`src/rtl/syst_pkg.sv`:
```
// Shared constants and the result word type for the systolic output buffer.
package syst_pkg;

    localparam int WORD_DEF  = 32;
    localparam int DEPTH_DEF = 16;
    localparam int INFL_DEF  = 32;

    typedef logic [WORD_DEF-1:0] word_t;

endpackage

```
`src/rtl/syst_sync_fifo.sv`:
```
// Register-file FIFO of N entries sitting behind the output head register.
// N need not be a power of two, so pointers wrap explicitly at N-1.
module syst_sync_fifo #(
    parameter int W  = 32,
    parameter int N  = 15,
    parameter int CW = $clog2(N + 1)
) (
    input  logic          clk,
    input  logic          rst_n,
    input  logic          clr,
    input  logic          wr_en,
    input  logic [W-1:0]  wr_data,
    input  logic          rd_en,
    output logic [W-1:0]  rd_data,
    output logic [CW-1:0] count
);

    localparam int PW = (N > 1) ? $clog2(N) : 1;

    logic [W-1:0]  mem_r [N];
    logic [PW-1:0] wr_ptr_r;
    logic [PW-1:0] rd_ptr_r;
    logic [CW-1:0] count_r;

    function automatic logic [PW-1:0] ptr_inc(input logic [PW-1:0] p);
        if (p == PW'(N - 1)) begin
            return {PW{1'b0}};
        end else begin
            return p + PW'(1);
        end
    endfunction

    // Pointer and occupancy tracking; clear resets both pointers.
    always_ff @(posedge clk or negedge rst_n) begin
        if (!rst_n) begin
            wr_ptr_r <= {PW{1'b0}};
            rd_ptr_r <= {PW{1'b0}};
            count_r  <= {CW{1'b0}};
        end else if (clr) begin
            wr_ptr_r <= {PW{1'b0}};
            rd_ptr_r <= {PW{1'b0}};
            count_r  <= {CW{1'b0}};
        end else begin
            if (wr_en) wr_ptr_r <= ptr_inc(wr_ptr_r);
            if (rd_en) rd_ptr_r <= ptr_inc(rd_ptr_r);
            case ({wr_en, rd_en})
                2'b10:   count_r <= count_r + CW'(1);
                2'b01:   count_r <= count_r - CW'(1);
                default: count_r <= count_r;
            endcase
        end
    end

    // Storage array; contents are don't-care until written.
    always_ff @(posedge clk) begin
        if (wr_en) mem_r[wr_ptr_r] <= wr_data;
    end

    assign rd_data = mem_r[rd_ptr_r];
    assign count   = count_r;

endmodule

```
`src/rtl/syst_out_buffer.sv`:
```
// Result buffer with registered head, credit-based issue throttling and flush.
// Define SYST_OBUF_STATS_EN to build the drop counter and high-water mark.
module syst_out_buffer
    import syst_pkg::*;
#(
    parameter int WORD     = WORD_DEF,
    parameter int DEPTH    = DEPTH_DEF,
    parameter int INFL_MAX = INFL_DEF,
    parameter int CNT_W    = $clog2(DEPTH + 1)
) (
    input  logic             clk_i,
    input  logic             rst_i,
    input  logic             issue_valid_i,
    output logic             issue_ready_o,
    input  logic             res_valid_i,
    input  logic [WORD-1:0]  res_data_i,
    input  logic             flush_i,
    output logic [WORD-1:0]  data_o,
    output logic             valid_o,
    input  logic             ready_i,
    output logic [CNT_W-1:0] level_o,
    output logic             overflow_o,
    output logic [CNT_W-1:0] drop_cnt_o,
    output logic [CNT_W-1:0] max_level_o
);

    localparam int FC_W  = $clog2(DEPTH);
    localparam int IF_W  = $clog2(INFL_MAX + 1);
    localparam int SUM_W = ((CNT_W > IF_W) ? CNT_W : IF_W) + 1;

    logic             head_valid_r;
    logic [WORD-1:0]  head_data_r;
    logic [IF_W-1:0]  infl_r;
    logic             issue_ready_r;
    logic             overflow_r;

    logic [FC_W-1:0]  fifo_count_s;
    logic [WORD-1:0]  fifo_rd_data_s;
    logic [CNT_W-1:0] level_s;
    logic [CNT_W-1:0] level_nxt_s;
    logic [IF_W-1:0]  infl_nxt_s;
    logic [SUM_W-1:0] credit_sum_s;
    logic             full_s, pop_s, wr_s, drop_s, issue_s;
    logic             fifo_empty_s, head_load_s, fifo_wr_s, fifo_rd_s;

    // Handshake decode, level and credit bookkeeping. The head is only empty
    // when the FIFO is empty, so a write into an empty/popping head bypasses it.
    always_comb begin
        level_s      = CNT_W'(head_valid_r) + CNT_W'(fifo_count_s);
        full_s       = (level_s == CNT_W'(DEPTH));
        pop_s        = head_valid_r & ready_i;
        wr_s         = res_valid_i & ~full_s & ~flush_i;
        drop_s       = res_valid_i & full_s & ~flush_i;
        issue_s      = issue_valid_i & issue_ready_r;
        fifo_empty_s = (fifo_count_s == {FC_W{1'b0}});
        head_load_s  = pop_s | ~head_valid_r;
        fifo_rd_s    = head_load_s & ~fifo_empty_s & ~flush_i;
        fifo_wr_s    = wr_s & ~(head_load_s & fifo_empty_s);

        if (flush_i) begin
            level_nxt_s = {CNT_W{1'b0}};
        end else if (wr_s && !pop_s) begin
            level_nxt_s = level_s + CNT_W'(1);
        end else if (!wr_s && pop_s) begin
            level_nxt_s = level_s - CNT_W'(1);
        end else begin
            level_nxt_s = level_s;
        end

        case ({issue_s, res_valid_i})
            2'b10:   infl_nxt_s = infl_r + IF_W'(1);
            2'b01:   infl_nxt_s = (infl_r == {IF_W{1'b0}}) ? infl_r : infl_r - IF_W'(1);
            default: infl_nxt_s = infl_r;
        endcase

        credit_sum_s = SUM_W'(level_nxt_s) + SUM_W'(infl_nxt_s);
    end

    syst_sync_fifo #(
        .W  (WORD),
        .N  (DEPTH - 1),
        .CW (FC_W)
    ) u_fifo (
        .clk     (clk_i),
        .rst_n   (rst_i),
        .clr     (flush_i),
        .wr_en   (fifo_wr_s),
        .wr_data (res_data_i),
        .rd_en   (fifo_rd_s),
        .rd_data (fifo_rd_data_s),
        .count   (fifo_count_s)
    );

    // Head register: refilled from the FIFO first, then from the incoming result.
    always_ff @(posedge clk_i or negedge rst_i) begin
        if (!rst_i) begin
            head_valid_r <= 1'b0;
            head_data_r  <= {WORD{1'b0}};
        end else if (flush_i) begin
            head_valid_r <= 1'b0;
        end else if (head_load_s) begin
            if (!fifo_empty_s) begin
                head_valid_r <= 1'b1;
                head_data_r  <= fifo_rd_data_s;
            end else if (wr_s) begin
                head_valid_r <= 1'b1;
                head_data_r  <= res_data_i;
            end else begin
                head_valid_r <= 1'b0;
            end
        end
    end

    // In-flight credits, registered issue_ready and sticky overflow.
    always_ff @(posedge clk_i or negedge rst_i) begin
        if (!rst_i) begin
            infl_r        <= {IF_W{1'b0}};
            issue_ready_r <= 1'b1;
            overflow_r    <= 1'b0;
        end else begin
            infl_r        <= infl_nxt_s;
            issue_ready_r <= (credit_sum_s < SUM_W'(DEPTH));
            if (drop_s) overflow_r <= 1'b1;
        end
    end

`ifdef SYST_OBUF_STATS_EN
    logic [CNT_W-1:0] drop_cnt_r;
    logic [CNT_W-1:0] max_level_r;

    // Saturating drop counter and high-water mark; untouched by flush.
    always_ff @(posedge clk_i or negedge rst_i) begin
        if (!rst_i) begin
            drop_cnt_r  <= {CNT_W{1'b0}};
            max_level_r <= {CNT_W{1'b0}};
        end else begin
            if (drop_s && (drop_cnt_r != {CNT_W{1'b1}})) drop_cnt_r <= drop_cnt_r + CNT_W'(1);
            if (level_nxt_s > max_level_r) max_level_r <= level_nxt_s;
        end
    end

    assign drop_cnt_o  = drop_cnt_r;
    assign max_level_o = max_level_r;
`else
    assign drop_cnt_o  = {CNT_W{1'b0}};
    assign max_level_o = {CNT_W{1'b0}};
`endif

    assign issue_ready_o = issue_ready_r;
    assign data_o        = head_data_r;
    assign valid_o       = head_valid_r;
    assign level_o       = level_s;
    assign overflow_o    = overflow_r;

endmodule

```
`config.mk`:
```
export PLATFORM = sky130hd
export DESIGN_NAME = syst_out_buffer
export DESIGN_NICKNAME = d
export VERILOG_FILES = /design/src/rtl/syst_pkg.sv /design/src/rtl/syst_sync_fifo.sv /design/src/rtl/syst_out_buffer.sv
export SDC_FILE = /design/constraint.sdc
export NUM_CORES = 1
export LEC_CHECK = 0
export ABC_AREA = 1
export CORE_MARGIN = 8
export CORE_UTILIZATION = 36
export DETAILED_ROUTE_END_ITERATION = 12
export DONT_BUFFER_PORTS = 1
export PLACE_DENSITY = 0.55
export SLEW_MARGIN = 20
export SYNTH_ARGS = -nofsm -noshare
export SYNTH_HDL_FRONTEND = slang
export SYNTH_HIERARCHICAL = 1
export SYNTH_SLANG_ARGS = --single-unit
```
`constraint.sdc`:
```
create_clock -name clk_i -period 5.4 [get_ports clk_i]
set_input_delay 1.08 -clock clk_i [delete_from_list [all_inputs] [get_ports clk_i]]
set_output_delay 1.08 -clock clk_i [all_outputs]
set_load 0.01 [all_outputs]
```
# --- Word-level counts from Yosys, hierarchy flattened ---
# Memories as Yosys holds them, arrays and structs flattened.
# Cells that the tools add are included.
word_totals:
  reg_bits: 53
  ramBits: 480
  in_bits: 38
  output_inout_bits: 50
  n_memories: 1
mem_list:
  columns: ["memory", "depth", "word_bits", "read_ports", "rd_ports_with_merged_regs", "write_ports", "line_no", "source"]
  rows:
  - ["u_fifo.mem_r", 15, 32, 1, 0, 1, "syst_sync_fifo.sv:20", "logic [W-1:0] mem_r [N];"]
op_classes:
  addsub: 10
  order_cmp: 1
  n_eq_ne: 8
  mux: 21
  bitwise_logic: 16
  n_reduce_logical: 11
ops:
  columns: ["cell", "count"]
  rows:
  - ["32-bit 2-to-1 mux", 2]
  - ["4-bit 2-to-1 mux", 7]
  - ["5-bit 2-to-1 mux", 3]
  - ["4-bit by 1-bit adder with 4-bit output, second input constant", 3]
  - ["6-bit one-hot mux with 2 select lines", 1]
  - ["1-bit AND", 10]
  - ["4-bit equality test, second input constant", 2]
  - ["4-bit one-hot mux with 2 select lines", 1]
  - ["5-bit by 6-bit adder with 7-bit output", 1]
  - ["7-bit by 5-bit < comparator with 1-bit output, second input constant", 1]
  - ["6-bit by 1-bit adder with 6-bit output, second input constant", 1]
  - ["6-bit zero test", 1]
  - ["1-bit 2-to-1 mux", 6]
  - ["6-bit 2-to-1 mux", 1]
  - ["2-bit nonzero test", 3]
  - ["6-bit by 1-bit subtractor with 6-bit output, second input constant", 1]
  - ["1-bit by 4-bit adder with 5-bit output", 1]
  - ["5-bit by 1-bit adder with 5-bit output, second input constant", 1]
  - ["5-bit equality test, second input constant", 1]
  - ["1-bit NOT", 5]
  - ["5-bit by 1-bit subtractor with 5-bit output, second input constant", 1]
  - ["2-bit by 1-bit equality test with 1-bit output, second input constant", 2]
  - ["2-bit equality test, second input constant", 2]
  - ["4-bit zero test", 1]
  - ["7 further kinds", 9]

# --- Depth between registers and ports, before layout ---
logic_depth:
  depth_word: 12
  mapped_depth: 16
  mapped_depth_nobuf: 16

# --- Cells and area by module ---
# The synthesis kept the hierarchy.
by_module_without_submodules:
  columns: ["module", "n_inst", "cells_each", "area_per_inst_um2", "seq_area_each_um2"]
  rows:
  - ["syst_sync_fifo", 1, 1696, 20317.0, 14714.1]
  - ["syst_out_buffer", 1, 343, 3000.4, 1027.2]

# --- Worst setup path before layout ---
# OpenSTA, ideal clock, no wires.
synth_path:
  path_type: "input to register"
  startpoint: "in res_valid_i"
  endpoint: "mem u_fifo.mem_r[7][0], enable pin"
  t_arrival_ns: 4.274
  slack_ns: 0.665
  cell_stages: 6
  path_buffers: 0
  cell_sequence: "inv_1 > nor2_1 > nand2_2 > a21oi_1 > inv_1 > nor3_1"
synth_between:
  elab_chain_len: 5
synth_rtl:
  columns: ["item", "line_no", "source"]
  rows:
  - ["from (decl)", "syst_out_buffer.sv:15", "input logic res_valid_i,"]
  - ["1-bit AND (2 in a row)", "syst_out_buffer.sv:52", "wr_s = res_valid_i & ~full_s & ~flush_i;"]
  - ["1-bit AND", "syst_out_buffer.sv:58", "fifo_wr_s = wr_s & ~(head_load_s & fifo_empty_s);"]
  - ["via fifo_wr_s", "syst_out_buffer.sv:44", "logic fifo_empty_s, head_load_s, fifo_wr_s, fifo_rd_s;"]
  - ["1-bit 2-to-1 mux", "syst_sync_fifo.sv:56", "if (wr_en) mem_r[wr_ptr_r] <= wr_data;"]
  - ["1-bit 2-to-1 mux (not written as such)", "syst_sync_fifo.sv:56", null]
  - ["to (decl)", "syst_sync_fifo.sv:20", null]
# The timed path passes the listed nets, and every way through them passes these cells.

# --- Worst setup path in the final report ---
layout_path:
  startpoint: "reg u_fifo.count_r[0] (netlist: u_fifo/count[0])"
  endpoint: "mem u_fifo.mem_r[6][21], enable pin"
layout_between:
  elab_chain_len: 8
  elab_cells_between_ends: 11
  classes_between: "add/sub: 1; eq/ne: 1; mux: 2; bitwise: 6; reduce/logical: 1"
layout_rtl:
  columns: ["item", "line_no", "source"]
  rows:
  - ["from (decl)", "syst_sync_fifo.sv:23", "logic [CW-1:0] count_r;"]
  - ["from (signal assigned)", "syst_sync_fifo.sv:38", "count_r <= {CW{1'b0}};"]
  - ["from (signal assigned)", "syst_sync_fifo.sv:42", "count_r <= {CW{1'b0}};"]
  - ["from (signal assigned)", "syst_sync_fifo.sv:47", "2'b10: count_r <= count_r + CW'(1);"]
  - ["1-bit by 4-bit adder with 5-bit output", "syst_out_buffer.sv:49", "level_s = CNT_W'(head_valid_r) + CNT_W'(fifo_count_s);"]
  - ["via level_o[0]", "syst_out_buffer.sv:21", "output logic [CNT_W-1:0] level_o,"]
  - ["5-bit equality test", "syst_out_buffer.sv:50", "full_s = (level_s == CNT_W'(DEPTH));"]
  - ["1-bit NOT", "syst_out_buffer.sv:52", null]
  - ["1-bit AND (2 in a row)", "syst_out_buffer.sv:52", null]
  - ["1-bit AND", "syst_out_buffer.sv:58", null]
  - ["via fifo_wr_s", "syst_out_buffer.sv:44", null]
  - ["1-bit 2-to-1 mux", "syst_sync_fifo.sv:56", null]
  - ["1-bit 2-to-1 mux (not written as such)", "syst_sync_fifo.sv:56", null]
# The timed path passes the listed nets, and every way through them passes these cells.

==> metrics <==
outcome complete, no violations; global router's overall resource usage 15.5%; floorplan row count 93; initial antenna violation count 2; insertion delay to the later sink of the worst-skew pair ~0.6 ns; Finished Cell Area around 26000 sq um; Final Critical Period a little under 4 ns; weighted congestion at the end of routability-driven global placement just under 0.8; Detailed Route Iter0 Violations between 1000 and 1500; crit path capture type flop; met2 routing resource usage after global routing about a quarter; final global-route overflow total 0; areal power density over the cells ~500 nW/um^2; number of global-route vias before repair roughly 14000; # Max-Cap Violations 0; GRT busiest layer met2; die height around 270 um; clock-pin slew of the registers on the worst-case setup and hold paths about 0.060 ns; Bufs on Longest Clock Path 3; mean instance size in the synthesized netlist 11.4 sq um; count of different cell masters after synthesis 46; count of buffers inserted at the top-level ports 0; io pins 88; arrival time of the worst setup path about 4.2 ns; full die area 73200 sq um; count of nets after finishing 2060; worst r2r path cells 9; worst-margin pin slew between 1 and 1.5 ns; share of the clock period used by the worst path after layout about three quarters; critical path type reg2reg; Num CTS Buffers 54; number of non-filler instances in the completed layout just under 3000; highest clock rate around 0.25 GHz; HP Class in2async; sum of negative setup slack 0 ns; Area growth syn-to-layout 9.89%; #FFs+latches synth between 500 and 600; fraction of final layout cells sized beyond drive strength 1 between 10% and 20%; leakage power total between 9 and 10 nW; endpoints failing hold 0; total wire length after detailed routing ~58 mm; floorplan core area about 64000 sq um; area taken by multi-input logic gates 6410 sq um; clock tree from TritonCTS built; residual DRC count 0; number of placed instances, taps included ~2800; fillcell total between 6000 and 7000; largest net degree at the start of global routing 120; Total Power roughly 13 mW; Post-CTS Hold Fix Bufs 0; required time of the critical path around 5.7 ns; instance area after placement ~24000 sq um; sequential fraction of the synthesis area about two thirds; Chip Width 271 um; number of slew-limit violations in the final report 0; hold slack roughly 0.17 ns; Final setup violation count 0; met1 capacity usage during global routing about a fifth; unrepaired setup endpoints after global routing no; count of TritonRoute iterations in the first routing pass 6; total number of clock tree sinks about 530; met3 track demand over resource approximately 3.2%; clock root buffer sky130_fd_sc_hd__clkbuf_16; HPWL after DPL around 34 mm; Mapped Cells just over 2000; clock skew after layout approximately 0.020 ns; wire length per cell between 20 and 25 um; cell area after synthesis around 23000 sq um; starting density of the core between 30% and 40%; via total after detailed routing 14600; startpoint kind of the worst setup timing path flop; DR vias/cell just over 5; warning count from the yosys run 6; maximum level of the CTS H-tree 2; register cell area after layout 15700 sq um; CP max FO 17; count of instances resized after the clock tree is built 0; # diodes 0; setup fix buffers added after clock tree synthesis 0; first-pass GRT wire length between 80 and 90 mm; maximum resistive drop on vdd between 0.0002 and 0.0003 V; Max-slew headroom 26.9%; remaining number of nets flagged by the antenna check after routing 0
[worst paths after layout]
kind / startpoint / to / slack (ns)
min in group clk_i: flush_i / u_fifo/wr_ptr_r[1]$_DFFE_PN0P_ / 0.56
worst max-delay path: u_fifo/count[0]$_DFFE_PN0P_ / u_fifo/mem_r[6][21]$_DFFE_PP_ / 1.44
worst min register to register: u_fifo/wr_ptr_r[2]$_DFFE_PN0P_ / u_fifo/wr_ptr_r[2]$_DFFE_PN0P_ / 0.59
max in group asynchronous: rst_i / issue_ready_o$_DFF_PN1_ / 5.05
worst min-delay path: rst_i / data_o[7]$_DFFE_PN0P_ / 0.17
worst max register to register: u_fifo/count[0]$_DFFE_PN0P_ / u_fifo/mem_r[6][21]$_DFFE_PP_ / 1.44
[critical path, stage by stage, from the launching register on]
cell,delay [ns]
sky130_fd_sc_hd__dfrtp_1,0.49
sky130_fd_sc_hd__ha_1,0.45
sky130_fd_sc_hd__inv_1,0.12
sky130_fd_sc_hd__ha_1,0.27
sky130_fd_sc_hd__nand2_2,0.14
sky130_fd_sc_hd__nand2_2,0.10
sky130_fd_sc_hd__a21oi_1,0.66
sky130_fd_sc_hd__nand3_1,0.43
sky130_fd_sc_hd__nor2_4,0.57
sky130_fd_sc_hd__buf_4,0.40
[registers in the layout (all words and copies together), names as in the netlist]
signal and count:
data_o 32, infl_r 6, issue_ready_o 1, overflow_o 1, u_fifo/count 4, u_fifo/mem_r 480
u_fifo/rd_ptr_r 4, u_fifo/wr_ptr_r 4, valid_o 1
[routing by layer]
metal  part of all wire, %  up-vias
met5                     0        -
met1                    45     7189
met2                    47      385
li1                      -     6947
met3                   6.4       67
met4                   1.8        0
[power breakdown]
part           leakage [nW]  switching (mW)  total, mW  internal (mW)
registers              4.94           0.409       5.20           4.79
clock network         0.822            1.55       3.64           2.09
logic                  3.49            2.52       3.67           1.16
[cells in the final DEF (no fill, tap or decap), types with 6 or more instances in the layout]
master and count:
sky130_fd_sc_hd__dfrtp_1 48, sky130_fd_sc_hd__o21ai_0 47, sky130_fd_sc_hd__clkinv_2 10, sky130_fd_sc_hd__a21oi_1 15, sky130_fd_sc_hd__inv_2 6, sky130_fd_sc_hd__clkbuf_16 55
sky130_fd_sc_hd__nand2_1 537, sky130_fd_sc_hd__inv_1 109, sky130_fd_sc_hd__conb_1 10, sky130_fd_sc_hd__clkinv_1 15, sky130_fd_sc_hd__o211ai_1 91, sky130_fd_sc_hd__edfxtp_1 480
sky130_fd_sc_hd__a31oi_2 32, sky130_fd_sc_hd__nor2_1 204, sky130_fd_sc_hd__nor2_2 29, sky130_fd_sc_hd__ha_1 17, sky130_fd_sc_hd__o21ai_1 73, sky130_fd_sc_hd__clkbuf_1 8
sky130_fd_sc_hd__nand3_1 151, sky130_fd_sc_hd__nor2_4 32, sky130_fd_sc_hd__buf_4 18
[per-stage QoR]
stage | utilization [%] | worst slack (ns)
2_1_floorplan | - | 0.665
5_1_grt | 39.9 | 1.11
6_report | 39.9 | 1.44
3_3_place_gp | 37.1 | 1.37
3_5_place_dp | 37.1 | 1.29
4_1_cts | 39.7 | 1.29
[cell usage after synthesis (all sizes together)]
library cell / count / area [sq um]
nor3b: 2 / 20.0
inv: 117 / 447
nand4: 3 / 18.8
o211ai: 91 / 683
nand3: 154 / 793
ha: 17 / 213
buf: 96 / 748
dfrtp: 52 / 1300
a31oi: 33 / 407
nor3: 8 / 45.0
edfxtp: 480 / 14400
clkbuf: 26 / 97.6
a31o: 1 / 8.76
clkinv: 2 / 7.51
conb: 1 / 3.75
nand2: 542 / 2060
xor2: 4 / 35.0
nor4: 2 / 27.5
xnor2: 2 / 17.5
dfstp: 1 / 26.3
o211a: 1 / 10.0
o21ai: 120 / 601
o22ai: 2 / 12.5
nor2: 265 / 1220
a2111o: 1 / 11.3
a21oi: 16 / 83.8
[kinds of logic after synthesis]
logic type	share of synthesized area (%)
AOI/OAI and AO/OA	7.79
adders and majority gates	0.912
DFF	67.5
and+or+nand+nor	18.0
buffers and inverters	5.58
other	0.0161
xor gates and xnor gates	0.225
[layout make-up]
type	instances	share of cell area (%)
clock buffers	63	5.49
clock inverters	33	1.12
inverters	119	1.78
multi-input cells	1274	25.0
flip-flops and latches	533	61.5
well taps	855	4.17
repair buffers	23	0.947
(Power assumes the default switching activity.)
